## config.mk

```make
export PLATFORM = sky130hd
export DESIGN_NAME = multicycle_ctrl_fsm
export DESIGN_NICKNAME = d
export VERILOG_FILES = /design/src/rtl/multicycle_ctrl_fsm.sv
export SDC_FILE = /design/constraint.sdc
export NUM_CORES = 1
export LEC_CHECK = 0
export CORE_MARGIN = 2
export CORE_UTILIZATION = 49
export CTS_CLUSTER_SIZE = 10
export DETAILED_ROUTE_END_ITERATION = 7
export PLACE_DENSITY = 0.95
export SYNTH_ARGS = -nofsm -noshare
export SYNTH_HDL_FRONTEND = slang
export SYNTH_SLANG_ARGS = --single-unit
export TNS_END_PERCENT = 30
```

## constraint.sdc

```tcl
create_clock -name clk -period 4.1 [get_ports clk]
set_clock_uncertainty 0.05 [all_clocks]
set_input_delay 0.41 -clock clk [delete_from_list [all_inputs] [get_ports clk]]
set_output_delay 0.41 -clock clk [all_outputs]
set_load 0.01 [all_outputs]
```

## src/rtl/multicycle_ctrl_fsm.sv

```systemverilog
// Multi-cycle MIPS control sequencer with retired-instruction counter.
// Optional 7-segment state mnemonic display: define CTRL_SEG_DISPLAY_EN.
module multicycle_ctrl_fsm #(
  parameter int CNT_W        = 16,
  parameter int ILLEGAL_HALT = 1
) (
  input  logic             clk,
  input  logic             rst_n,
  input  logic [5:0]       opcode,
  input  logic             zero,
  input  logic             mem_ready,
  output logic             mem_read,
  output logic             mem_write,
  output logic             iord,
  output logic             ir_write,
  output logic             pc_en,
  output logic [1:0]       pc_source,
  output logic             alu_src_a,
  output logic [1:0]       alu_src_b,
  output logic [1:0]       alu_op,
  output logic             reg_dst,
  output logic             mem_to_reg,
  output logic             reg_write,
  output logic [3:0]       state,
  output logic             halted,
  output logic [CNT_W-1:0] retire_cnt
`ifdef CTRL_SEG_DISPLAY_EN
  ,
  output logic [6:0]       seg_first,
  output logic [6:0]       seg_second
`endif
);

  typedef enum logic [3:0] {
    FETCH  = 4'd0,
    DECODE = 4'd1,
    MEMADR = 4'd2,
    MEMRD  = 4'd3,
    MEMWB  = 4'd4,
    MEMWR  = 4'd5,
    REX    = 4'd6,
    RWB    = 4'd7,
    BR     = 4'd8,
    JMP    = 4'd9,
    IEX    = 4'd10,
    IWB    = 4'd11,
    HALT   = 4'd15
  } state_t;

  state_t state_q, state_d;
  logic [CNT_W-1:0] cnt_q;

  logic rd_s, wr_s, irw_s, pce_s, rw_s;
  logic halt_s;

  logic is_r, is_lw, is_sw, is_beq, is_bne;
  logic is_j, is_addi, is_andi;

  assign is_r    = (opcode == 6'b000000);
  assign is_lw   = (opcode == 6'b100011);
  assign is_sw   = (opcode == 6'b101011);
  assign is_beq  = (opcode == 6'b000100);
  assign is_bne  = (opcode == 6'b000101);
  assign is_j    = (opcode == 6'b000010);
  assign is_addi = (opcode == 6'b001000);
  assign is_andi = (opcode == 6'b001100);

  always_ff @(posedge clk or negedge rst_n) begin
    if (!rst_n) begin
      state_q <= FETCH;
      cnt_q   <= '0;
    end else begin
      state_q <= state_d;
      if (state_q != FETCH && state_d == FETCH)
        cnt_q <= cnt_q + {{(CNT_W-1){1'b0}}, 1'b1};
    end
  end

  always_comb begin
    state_d    = state_q;
    rd_s       = 1'b0;
    wr_s       = 1'b0;
    irw_s      = 1'b0;
    pce_s      = 1'b0;
    rw_s       = 1'b0;
    halt_s     = 1'b0;
    iord       = 1'b0;
    pc_source  = 2'b00;
    alu_src_a  = 1'b0;
    alu_src_b  = 2'b00;
    alu_op     = 2'b00;
    reg_dst    = 1'b0;
    mem_to_reg = 1'b0;
    unique case (state_q)
      FETCH: begin
        rd_s      = 1'b1;
        alu_src_b = 2'b01;
        if (mem_ready) begin
          irw_s   = 1'b1;
          pce_s   = 1'b1;
          state_d = DECODE;
        end
      end
      DECODE: begin
        alu_src_b = 2'b11;
        unique case (1'b1)
          is_r:              state_d = REX;
          is_lw, is_sw:      state_d = MEMADR;
          is_beq, is_bne:    state_d = BR;
          is_j:              state_d = JMP;
          is_addi, is_andi:  state_d = IEX;
          default:
            state_d = (ILLEGAL_HALT != 0) ? HALT : FETCH;
        endcase
      end
      MEMADR: begin
        alu_src_a = 1'b1;
        alu_src_b = 2'b10;
        state_d   = is_sw ? MEMWR : MEMRD;
      end
      MEMRD: begin
        rd_s = 1'b1;
        iord = 1'b1;
        if (mem_ready) state_d = MEMWB;
      end
      MEMWB: begin
        rw_s       = 1'b1;
        mem_to_reg = 1'b1;
        state_d    = FETCH;
      end
      MEMWR: begin
        wr_s = 1'b1;
        iord = 1'b1;
        if (mem_ready) state_d = FETCH;
      end
      REX: begin
        alu_src_a = 1'b1;
        alu_op    = 2'b10;
        state_d   = RWB;
      end
      RWB: begin
        rw_s    = 1'b1;
        reg_dst = 1'b1;
        state_d = FETCH;
      end
      BR: begin
        alu_src_a = 1'b1;
        alu_op    = 2'b01;
        pc_source = 2'b01;
        pce_s     = zero ^ is_bne;
        state_d   = FETCH;
      end
      JMP: begin
        pc_source = 2'b10;
        pce_s     = 1'b1;
        state_d   = FETCH;
      end
      IEX: begin
        alu_src_a = 1'b1;
        alu_src_b = 2'b10;
        alu_op    = is_andi ? 2'b11 : 2'b00;
        state_d   = IWB;
      end
      IWB: begin
        rw_s    = 1'b1;
        state_d = FETCH;
      end
      HALT: begin
        halt_s = 1'b1;
      end
      default: begin
        halt_s  = 1'b1;
        state_d = HALT;
      end
    endcase
  end

  // strobes are killed combinationally so an abort is immediate
  assign mem_read   = rd_s  & rst_n;
  assign mem_write  = wr_s  & rst_n;
  assign ir_write   = irw_s & rst_n;
  assign pc_en      = pce_s & rst_n;
  assign reg_write  = rw_s  & rst_n;
  assign halted     = halt_s;
  assign state      = state_q;
  assign retire_cnt = cnt_q;

`ifdef CTRL_SEG_DISPLAY_EN
  // glyphs are active-high {g,f,e,d,c,b,a}; ports are inverted
  localparam logic [6:0] G_I = 7'b0000110;
  localparam logic [6:0] G_F = 7'b1110001;
  localparam logic [6:0] G_i = 7'b0000100;
  localparam logic [6:0] G_d = 7'b1011110;
  localparam logic [6:0] G_E = 7'b1111001;
  localparam logic [6:0] G_X = 7'b1110110;
  localparam logic [6:0] G_M = 7'b0110111;
  localparam logic [6:0] G_A = 7'b1110111;
  localparam logic [6:0] G_W = 7'b0111110;
  localparam logic [6:0] G_b = 7'b1111100;
  localparam logic [6:0] G_r = 7'b1010000;
  localparam logic [6:0] G_J = 7'b0011110;
  localparam logic [6:0] G_H = 7'b1110110;
  localparam logic [6:0] G_L = 7'b0111000;
  localparam logic [6:0] G_0 = 7'b0000000;

  logic [13:0] glyph;

  always_comb begin
    glyph = {G_0, G_0};
    unique case (state_q)
      FETCH:             glyph = {G_I, G_F};
      DECODE:            glyph = {G_i, G_d};
      MEMADR, REX, IEX:  glyph = {G_E, G_X};
      MEMRD, MEMWR:      glyph = {G_M, G_A};
      MEMWB, RWB, IWB:   glyph = {G_W, G_b};
      BR:                glyph = {G_b, G_r};
      JMP:               glyph = {G_J, G_0};
      HALT:              glyph = {G_H, G_L};
      default:           glyph = {G_0, G_0};
    endcase
  end

  always_ff @(posedge clk or negedge rst_n) begin
    if (!rst_n) begin
      seg_first  <= 7'b1111111;
      seg_second <= 7'b1111111;
    end else begin
      seg_first  <= ~glyph[13:7];
      seg_second <= ~glyph[6:0];
    end
  end
`endif

endmodule
```

==> out/metrics.cfg <==
[status]
outcome=finished clean

[worst_setup_path]
cp_max_fo=6
critical_path.cell_chain=clkdlybuf4s50_1, nor3_1, nand3_1, xnor2_1, a221o_1, and4_1, clkdlybuf4s50_1
endpoint_kind=output pin
crit_path_max_incr_delay_ns=0.50
rrSetupSlack_ns=1.47
worstSetupPathType=primary input to output pin
startpoint=opcode[1]
crit_slowest_cell=clkdlybuf4s50_1
reg2reg_depth=6
r2r_start=state[1]$_DFF_PN0_
crit_path_start_kind=primary input
crit_top_cell=clkdlybuf4s50_1
crit_required_ns=3.64
critPathArrivalTime_ns=2.54

[timing]
setup_violations=0
min_period_ns=3.00
finalHoldViolCount=0
maxSlewHeadroom_pct=58.9
finalSetupTns_ns=0
post-route-period-util_pct=73.1
holdWs_ns=0.385
worstMarginPinSlew_ns=0.611
fmax_mhz=334
drv_slew=0
rsz0062_at_grt=false

[power_and_ir_drop]
pwr-share-seq_pct=29.7
switching_share_pct=43.0
clkPwrFrac_pct=13.0
power.share.combinational_pct=57.3
p_sw_mw=0.527
p_leak_nw=0.809
intPower_mw=0.697
p_per_area_nw_per_um2=636
irDropWorstVdd_v=0.000530

[clock_network]
cts_hold_buf=0
htreeDepth=1
root_buffer=clkbuf_4
ctsResizeCount=0
post-cts-setup-buffer-count=0
numCtsBuffers=3
clk_path_buf_depth=2
worstSkewPairLatency_ns=0.31
cts_tree=built
clkSinkCount=20
clk_pin_slew_ns=0.11

[final_layout]
utilization_pct=69.7
layout_commonest_cell=clkdlybuf4s50_1
finalInstanceArea_sq_um=1920
fin_cells=235
nets=216
multiInputGateArea_sq_um=847
seqCellArea_sq_um=500
drive_gt1_share_pct=6.86
n_antenna_cell=0
area_delta_synth_final_pct=35.2
fillerInstances=199
layout.cells.most_common_list=clkdlybuf4s50_1, dfrtp_1, nor2_1, nand2_1, nor3_1

[detailed_routing]
routed_wl_microns=3170
drt_iter0_drc=81
wl_per_cell_microns=13.5
ant_nets=0
post-route-drc-count=0
drt_pre_antenna_iters=4
via_count=1381
avgViaCountPerCell=5.88

[logic_synthesis]
synthesis.area_sq_um=1420
synthXorXnorAreaFrac_pct=10.5
synthAdderAreaFrac_pct=0.880
avgSynthCellArea_sq_um=8.78
syn_nets=173
synth_compound_area_share_pct=14.1
ys_ff_latch=20
synth-simple-area-share_pct=33.3
synth_top_family_by_area=simple AND/OR/NAND/NOR gates
ys.flop_type=dfrtp_1
synth_cells=162
async_reset_ff_share_pct=100
synth_edf_count=0
yosys_warnings=0
synth_cell_types=47
synth.mux.area_fraction_pct=0.792
synth_seq_area_share_pct=35.2

[grt]
grt_overflow=0
grt_max_degree=20
grt_pass1_vias=1121
antenna_found_initial=0
grt_usage_pct=19.5
grt_pass1_wl_microns=5180

[hold_path]
hp-class=primary input to async pin

[placement]
placement.io_buffers=45
gp_congestion=0.855
dp.cells=231
hpwl_microns=2430
dpl-instance-area_sq_um=1870

[floorplanning]
start_util_pct=51.6
die_h_microns=57.9
die_x_microns=57.9
pin_count=46
die_area_sq_um=3350
core_area_sq_um=2760
num_rows=19

[run]
maxCapViolCount=0

[registers in the layout, summed over array words and instances (netlist names)]
register	flops
retire_cnt	16
state	4
[through the flow]
step	setup slack, ns	power [mW]
2_1_floorplan	1.88	0.808
3_3_place_gp	1.16	1.05
3_5_place_dp	1.11	1.06
4_1_cts	1.11	1.23
5_1_grt	1.01	1.31
6_report	1.10	1.22
[metal layers]
metal	routed length, microns	track usage (%)
met5	0	0
met4	11	3.99
met3	214	4.69
met2	1520	30.0
met1	1420	28.2
[power by group through the flow]
stage          clock [mW]  sequential [mW]  combinational (mW)
6_report            0.159            0.364               0.701
3_3_place_gp            0            0.364               0.684
5_1_grt             0.173            0.379               0.759
3_5_place_dp            0            0.365               0.699
2_1_floorplan           0            0.321               0.488
4_1_cts             0.161            0.361               0.703
[area by class of cell]
| type | instances | share of cell area [%] |
|---|---|---|
| timing repair buffer | 46 | 23.8 |
| clock inverter | 1 | 1.56 |
| tap | 31 | 2.02 |
| sequential | 20 | 26.0 |
| multi-input combinational | 127 | 44.0 |
| clock buffer | 3 | 1.17 |
| inverter | 7 | 1.37 |
[logic make-up after synthesis]
family,count (synthesis)
AO/OA/AOI/OAI,24
XOR/XNOR,17
adder cells (fa/ha/maj),1
buffers and inverters,15
flip-flops,20
multiplexers,1
AND/OR/NAND/NOR,84
[worst paths after layout]
check / endpoint
setup / recovery: pc_en
hold / removal: retire_cnt[12]$_DFFE_PN0P_
setup reg to reg: retire_cnt[11]$_DFFE_PN0P_
hold reg to reg: retire_cnt[15]$_DFFE_PN0P_
max in group asynchronous: retire_cnt[6]$_DFFE_PN0P_
min in group clk: retire_cnt[15]$_DFFE_PN0P_
[synth_stat cells (2+ instances only)]
master	n	area, sq um
inv_1	7	26.3
xnor2_1	6	52.6
nand2_1	14	52.6
and3_1	4	25.0
buf_2	3	15.0
xor2_1	11	96.3
nor3_1	13	65.1
nor2_1	19	71.3
clkbuf_1	3	11.3
o21ai_0	4	20.0
o21a_1	2	15.0
nor4b_1	2	17.5
buf_6	2	22.5
nor2b_1	4	25.0
nand3_1	7	35.0
nor4_2	3	37.5
a21oi_1	3	15.0
dfrtp_1	20	500
nand2b_1	4	25.0
and2_1	2	12.5
nor4_1	3	18.8
[worst max-delay path, delay by kind of cell]
| kind | cells | cell delay, ns |
|---|---|---|
| AO/OA/AOI/OAI | 1 | 0.31 |
| XOR/XNOR | 1 | 0.15 |
| buffers and inverters | 2 | 0.97 |
| AND/OR/NAND/NOR | 3 | 0.71 |
(Power assumes the default switching activity.)
